--- config.mk ---
export PLATFORM = sky130hd
export DESIGN_NAME = regfile_wb_arbiter
export DESIGN_NICKNAME = d
export VERILOG_FILES = /design/src/rtl/riscv_pkg.sv /design/src/rtl/wb_out_reg.sv /design/src/rtl/regfile_wb_arbiter.sv
export SDC_FILE = /design/constraint.sdc
export NUM_CORES = 1
export LEC_CHECK = 0
export BUFFER_PORTS_ARGS = -buffer_cell sky130_fd_sc_hd__buf_2
export CAP_MARGIN = 0
export CORE_ASPECT_RATIO = 0.8
export CORE_MARGIN = 2
export CORE_UTILIZATION = 35
export DETAILED_ROUTE_END_ITERATION = 10
export PLACE_DENSITY = 0.71
export SYNTH_ARGS = -nofsm -noshare
export SYNTH_HDL_FRONTEND = slang
export SYNTH_SLANG_ARGS = --single-unit
--- constraint.sdc ---
create_clock -name clock -period 1.9 [get_ports clock]
set_input_delay 0.19 -clock clock [delete_from_list [all_inputs] [get_ports clock]]
set_output_delay 0.19 -clock clock [all_outputs]
set_load 0.02 [all_outputs]
--- src/rtl/riscv_pkg.sv ---
// Shared definitions for the register-file writeback path.
//   REG_ADDR_W / XLEN : default register index and data widths
//   WAIT_W            : width of the memory starvation counter
//   wb_req_t          : writeback request {valid, rd, data} at default widths
//   arb_state_e       : arbitration priority state
//   sat_inc           : saturating increment for the starvation counter
package riscv_pkg;

   localparam int REG_ADDR_W = 5;
   localparam int XLEN       = 32;
   localparam int WAIT_W     = 4;

   typedef struct packed {
      logic                  valid;
      logic [REG_ADDR_W-1:0] rd;
      logic [XLEN-1:0]       data;
   } wb_req_t;

   typedef enum logic {
      ALU_PRIO  = 1'b0,
      MEM_FORCE = 1'b1
   } arb_state_e;

   function automatic logic [WAIT_W-1:0] sat_inc(input logic [WAIT_W-1:0] v,
                                                 input logic [WAIT_W-1:0] lim);
      return (v >= lim) ? lim : v + WAIT_W'(1);
   endfunction

endpackage

--- src/rtl/wb_out_reg.sv ---
// One-entry writeback output register.
//   clock, reset          : rising-edge clock, async active-high reset
//   load/load_rd/load_data: accepted write, captured at the next edge
//   wb_stall              : freezes a held entry
//   out_valid/rd/data     : held write
//   slot_free             : register can take a new write this cycle
module wb_out_reg #(
   parameter int DATA_W = 32,
   parameter int ADDR_W = 5
) (
   input  logic              clock,
   input  logic              reset,
   input  logic              load,
   input  logic [ADDR_W-1:0] load_rd,
   input  logic [DATA_W-1:0] load_data,
   input  logic              wb_stall,
   output logic              out_valid,
   output logic [ADDR_W-1:0] out_rd,
   output logic [DATA_W-1:0] out_data,
   output logic              slot_free
);

   // A stall only matters when something is actually held.
   assign slot_free = !out_valid || !wb_stall;

   always_ff @(posedge clock or posedge reset) begin
      if (reset) begin
         out_valid <= 1'b0;
         out_rd    <= '0;
         out_data  <= '0;
      end else if (slot_free) begin
         out_valid <= load;
         if (load) begin
            out_rd   <= load_rd;
            out_data <= load_data;
         end
      end
   end

endmodule

--- src/rtl/regfile_wb_arbiter.sv ---
// Arbitrates the single register-file write port between the ALU and the
// load unit. ALU has priority; after MAX_WAIT consecutive lost arbitrations
// the memory requester is given priority until it is served or withdraws.
//   clock, reset               : rising-edge clock, async active-high reset
//   alu_valid/rd/data, ready   : ALU writeback handshake
//   mem_valid/rd/data, ready   : load writeback handshake
//   wb_stall                   : freezes the output register
//   regwrite/write_reg/data    : register-file write port
//   fwd_valid/fwd_rd/fwd_data  : pending write for decode-stage forwarding
module regfile_wb_arbiter
   import riscv_pkg::*;
#(
   parameter int DATA_W   = XLEN,
   parameter int ADDR_W   = REG_ADDR_W,
   parameter int MAX_WAIT = 3
) (
   input  logic              clock,
   input  logic              reset,
   input  logic              alu_valid,
   input  logic [ADDR_W-1:0] alu_rd,
   input  logic [DATA_W-1:0] alu_data,
   output logic              alu_ready,
   input  logic              mem_valid,
   input  logic [ADDR_W-1:0] mem_rd,
   input  logic [DATA_W-1:0] mem_data,
   output logic              mem_ready,
   input  logic              wb_stall,
   output logic              regwrite,
   output logic [ADDR_W-1:0] write_reg,
   output logic [DATA_W-1:0] write_data,
   output logic              fwd_valid,
   output logic [ADDR_W-1:0] fwd_rd,
   output logic [DATA_W-1:0] fwd_data
);

   localparam logic [WAIT_W-1:0] WAIT_LIM = WAIT_W'(MAX_WAIT);

   arb_state_e        state, state_nxt;
   logic [WAIT_W-1:0] wait_cnt, wait_cnt_nxt;
   logic              grant_alu, grant_mem;
   logic              alu_acc, mem_acc;
   logic              slot_free;
   logic              out_valid;
   logic [ADDR_W-1:0] out_rd;
   logic [DATA_W-1:0] out_data;

   // Grant is a pure function of the current priority state and the valids.
   always_comb begin
      grant_alu = 1'b0;
      grant_mem = 1'b0;
      if (state == ALU_PRIO) begin
         grant_alu = alu_valid;
         grant_mem = mem_valid && !alu_valid;
      end else begin
         grant_mem = mem_valid;
         grant_alu = alu_valid && !mem_valid;
      end
   end

   // Readies are forced low while reset is asserted, even though the slot
   // reads as free then.
   assign alu_ready = !reset && slot_free && grant_alu;
   assign mem_ready = !reset && slot_free && grant_mem;
   assign alu_acc   = alu_ready;
   assign mem_acc   = mem_ready;

   wb_out_reg #(
      .DATA_W (DATA_W),
      .ADDR_W (ADDR_W)
   ) u_out (
      .clock     (clock),
      .reset     (reset),
      .load      (alu_acc || mem_acc),
      .load_rd   (mem_acc ? mem_rd   : alu_rd),
      .load_data (mem_acc ? mem_data : alu_data),
      .wb_stall  (wb_stall),
      .out_valid (out_valid),
      .out_rd    (out_rd),
      .out_data  (out_data),
      .slot_free (slot_free)
   );

   assign write_reg  = out_rd;
   assign write_data = out_data;
   assign fwd_rd     = out_rd;
   assign fwd_data   = out_data;
   assign fwd_valid  = out_valid && (out_rd != '0);
   assign regwrite   = out_valid && !wb_stall && (out_rd != '0);

   always_ff @(posedge clock or posedge reset) begin
      if (reset) begin
         state    <= ALU_PRIO;
         wait_cnt <= '0;
      end else begin
         state    <= state_nxt;
         wait_cnt <= wait_cnt_nxt;
      end
   end

   // The counter only moves on a real lost arbitration; a stalled slot is
   // not a loss. Switching on the updated count lets memory win in the very
   // cycle after its MAX_WAIT-th loss.
   always_comb begin
      state_nxt    = state;
      wait_cnt_nxt = wait_cnt;
      if (mem_acc)
         wait_cnt_nxt = '0;
      else if (mem_valid && slot_free && grant_alu)
         wait_cnt_nxt = sat_inc(wait_cnt, WAIT_LIM);
      case (state)
         ALU_PRIO: begin
            if (wait_cnt_nxt == WAIT_LIM)
               state_nxt = MEM_FORCE;
         end
         MEM_FORCE: begin
            if (mem_acc) begin
               state_nxt = ALU_PRIO;
            end else if (!mem_valid) begin
               // Requester withdrew; its starvation history no longer applies.
               state_nxt    = ALU_PRIO;
               wait_cnt_nxt = '0;
            end
         end
         default: state_nxt = ALU_PRIO;
      endcase
   end

endmodule

### After elaboration in Yosys (flattened, before gate mapping)

Cells that the tools add are included.

| word-level totals | value |
|---|---|
| logic and storage cells | 42 |
| bits of input ports | 79 |
| register bits | 43 |
| output and inout bits | 78 |

| cells by class | value |
|---|---|
| reduce and logical (&&, ||, !) cells | 19 |
| eq/ne operators | 1 |
| bitwise operators | 1 |
| muxes and demuxes | 14 |
| add/subtract/negate cells | 1 |
| order comparisons | 1 |

Operators by type and width:

| cell | count |
|---|---|
| 32-bit two-way mux | 1 |
| 4-bit two-way mux | 6 |
| 1-bit logical AND | 10 |
| 1-bit zero test | 5 |
| 1-bit two-way mux | 5 |
| 5-bit two-way mux | 1 |
| 5-bit nonzero test | 1 |
| 4-bit by 1-bit adder with 4-bit output, second input constant | 1 |
| 4-bit by 2-bit == test with 1-bit output, second input constant | 1 |
| 4-bit by 2-bit greater-or-equal comparator with 1-bit output, second input constant | 1 |
| 1-bit logical OR | 2 |
| 1-bit one-hot mux with 2 select lines | 1 |
| 2-bit AND reduction | 1 |
| 1-bit NOT | 1 |

### Depth between registers and ports, before layout

| logic depth | value |
|---|---|
| word-level depth | 9 |
| depth in mapped cells | 6 |
| depth with buffers taken out | 4 |

### Hierarchy

A second synthesis with hierarchy kept.

| unflattened totals | value |
|---|---|
| cells, all modules | 198 |
| area, all modules | 2738.9 µm² |

By module, submodules not included:

| module | cells an instance | sequential area each (µm²) | times used | area each (µm²) |
|---|---|---|---|---|
| wb_out_reg | 83 | 950.9 | 1 | 1576.5 |
| regfile_wb_arbiter | 115 | 125.1 | 1 | 1162.4 |

### Worst setup path before layout

OpenSTA, ideal clock, no wires.

| timing | value |
|---|---|
| kind | register to output |
| start | reg u_out.out_rd[0] |
| end | out regwrite |
| stages on the path, launching flop included | 4 |
| path buffers | 0 |
| arrival | 1.454 ns |
| data required time | 1.710 ns |
| path slack | 0.256 ns |
| cells stage by stage | dfrtp_1 > or4_1 > o21a_1 > nor2b_1 |

| between the ends | value |
|---|---|
| cells in the longest elaborated chain, start to end | 2 |

RTL lines:

| what | RTL line | text |
|---|---|---|
| start: declaration | wb_out_reg.sv:18 | `output logic [ADDR_W-1:0] out_rd,` |
| start signal: assignment | wb_out_reg.sv:34 | `out_rd <= load_rd;` |
| 5-bit nonzero test | regfile_wb_arbiter.sv:88 | `assign regwrite = out_valid && !wb_stall && (out_rd != '0);` |
| 1-bit logical AND | regfile_wb_arbiter.sv:88 |  |
| end: declaration | regfile_wb_arbiter.sv:28 | `output logic regwrite,` |

Every way passes these cells.

### Worst setup path in the final report

| timing | value |
|---|---|
| start | reg u_out.out_rd[2] |
| end | out regwrite |

Same word-level chain as after synthesis.

==> impl_metrics.env <==
export IMPL_row_count=28
export IMPL_synth_top_cell_by_area="dfrtp_1"
export IMPL_syn_to_final_growth_pct=27.06
export IMPL_power_leakage_nw=1.541
export IMPL_fin_total_pwr_mw=3.538
export IMPL_ys_flop_type="dfrtp_1"
export IMPL_cts_sinks=43
export IMPL_use_met3_pct=3.956
export IMPL_drc_errors=0
export IMPL_drtIter0Drc=136
export IMPL_core_area_mm2=0.007497
export IMPL_instances_no_fill=519
export IMPL_synth_top_area_share_pct=39.31
export IMPL_cp_start_kind="flip-flop"
export IMPL_insertion_delay_ns=0.29
export IMPL_synth_edf_count=0
export IMPL_end_kind="output port"
export IMPL_antenna_left=0
export IMPL_die_x_um=102.9
export IMPL_crit_fanout=4
export IMPL_num_fill_cells=771
export IMPL_viasPerCell=5.543
export IMPL_maxCapViolations=0
export IMPL_path_class="reg -> out"
export IMPL_cts_root_buf="clkbuf_8"
export IMPL_antenna_cells=0
export IMPL_ys_warn_count=0
export IMPL_gr_usage_met1_pct=26.03
export IMPL_async_flop_share_pct=100.0
export IMPL_nNetsFinal=493
export IMPL_dieArea_mm2=0.008550
export IMPL_grt_overflow=0
export IMPL_netlist_instances=304
export IMPL_start_util_pct=36.52
export IMPL_hp_class="in -> reg"
export IMPL_hold_viol=0
export IMPL_worst_pin_slew_ns=0.4043
export IMPL_die_height_um=83.11
export IMPL_maxSlewHeadroom_pct=73.04
export IMPL_synth_area_mm2=0.002738
export IMPL_grt_pass1_wl_um=12850
export IMPL_portBuffers=156
export IMPL_dp_cells=509
export IMPL_pin_count=157
export IMPL_antenna_found_initial=0
export IMPL_cts_tree="yes"
export IMPL_grt_pass1_vias=2592
export IMPL_fmax_mhz=531.5
export IMPL_finalClockSkew_ns=0.01058
export IMPL_clk_pin_slew_worst_paths_ns=0.09
export IMPL_crit_arrival_ns=1.69
export IMPL_multiInputGateArea_mm2=0.001182
export IMPL_grt_max_degree=35
export IMPL_htree_levels=2
export IMPL_synth_ff_latch_count=43
export IMPL_routed_wl_um=8360
export IMPL_use_met2_pct=29.93
export IMPL_yosysMostFrequentCell="dfrtp_1"
export IMPL_powerDensity_mw_per_mm2=1017
export IMPL_num_vias=2877
export IMPL_syn_avg_cell_area_um2=9.005
export IMPL_fin_crit_sh_pct=99.02
export IMPL_fin_crit_ns=1.881
export IMPL_cts_buffers=5
export IMPL_drive_gt1_share_pct=44.93
export IMPL_tns_ns=0
export IMPL_wl_per_cell_um=16.11
export IMPL_synth_area_leaders="dfrtp_1 (39%), buf_4 (11%), o31ai_1 (10%), a31oi_1 (8.5%), nand4_1 (8.5%)"
export IMPL_cts_max_path_buffers=2
export IMPL_drv_slew=0
export IMPL_cp_data_required_time_ns=1.71
export IMPL_status="completed"
export IMPL_seq_area_frac_synth_pct=39.31
export IMPL_vdd_ir_drop_max_uv=404.0
export IMPL_whs_ns=0.1498
export IMPL_track_usage_pct=18.76
export IMPL_place_congestion=0.7692
export IMPL_synth_nets=384
export IMPL_final_util_pct=46.40
export IMPL_firstDrtPassIters=7
export IMPL_rsz0062_at_grt="true"
export IMPL_yosysUniqueCellTypes=33
export IMPL_ff_latch_area_mm2=0.001076
export IMPL_ys_top_cells_by_count="dfrtp_1 (43), buf_4 (40), a21oi_1 (39)"
export IMPL_hpwl_um=5978
export IMPL_finalSetupViolations=0
export IMPL_top_usage_layer="met2"
layout by cell type (no fill, tap or decap), types with 2 or more instances in the layout:
cell type / count
a21oi_1: 39
a31oi_1: 37
and2_1: 2
buf_12: 2
buf_2: 155
buf_4: 17
clkbuf_8: 5
dfrtp_1: 43
inv_1: 2
nand2_1: 4
nand4_1: 37
nor2b_1: 3
nor3_1: 4
nor3b_1: 2
o31ai_1: 37
kinds of logic (layout without fill, tap and decap cells):
logic type	count (synthesis)	after routing	synth area share [%]
AND/OR/NAND/NOR	61	61	13.57
adder cells (fa/ha/maj)	1	1	0.4570
flip-flops	43	43	39.31
AO/OA/AOI/OAI	122	122	28.61
buffers and inverters	77	187	18.05
where the power goes:
group / internal (mW) / total, mW / switching [mW]
logic: 0.546 / 1.54 / 0.997
clock network: 0.392 / 0.724 / 0.332
registers: 1.10 / 1.27 / 0.172
total: 2.04 / 3.54 / 1.50
sequential cells by signal (all words and copies together), names as in the netlist:
name             cells
u_out.out_data      32
wait_cnt             4
u_out.out_rd         5
u_out.out_valid      1
state                1
critical path, stage by stage (launching register included):
cell and delay (ns):
dfrtp_1 0.41, or4_1 0.52, o21a_1 0.19, nor2b_1 0.12, buf_4 0.15
layer usage:
metal  vias to the layer above  wire, um
li1                       1361         -
met4                         0        51
met2                       156      3837
met3                         5       770
met5                         -         0
met1                      1355      3700
cell type report:
type | count | area share, %
multi-input cells | 184 | 33.99
flip-flops and latches | 43 | 30.94
repair buffers | 176 | 27.73
well taps | 105 | 3.777
clock buffers | 5 | 1.978
clock inverters | 3 | 1.259
inverters | 3 | 0.3237
worst paths after layout:
check / start / to / slack (ns) / cells past startpoint
max reg2reg: u_out.out_valid$_DFFE_PP0N_ / u_out.out_data[31]$_DFFE_PP0P_ / 0.45 / 4
max: u_out.out_rd[2]$_DFFE_PP0P_ / regwrite / 0.02 / 4
min reg2reg: wait_cnt[2]$_DFF_PP0_ / wait_cnt[2]$_DFF_PP0_ / 0.57 / 1
min in group asynchronous: reset / u_out.out_data[2]$_DFFE_PP0P_ / 0.50 / 4
min: alu_data[3] / u_out.out_data[3]$_DFFE_PP0P_ / 0.15 / 3
max in group asynchronous: reset / u_out.out_data[15]$_DFFE_PP0P_ / 1.04 / 4
per-stage QoR:
step	area [um2]	setup WS (ns)
2_1_floorplan	2738	0.2561
3_5_place_dp	3342	0.3558
4_1_cts	3465	0.002718
5_1_grt	3478	-0.05307
3_3_place_gp	3342	0.3644
6_report	3478	0.01864
repair_timing:
item / in CTS / in global routing
buffers inserted: 0 / 1
resized for setup: 0 / 2
hold buffers: 1 / 0
hold endpoints to repair: 15 / 0
setup endpoints to repair: 0 / 2
Power figures use the tool's default switching activity.
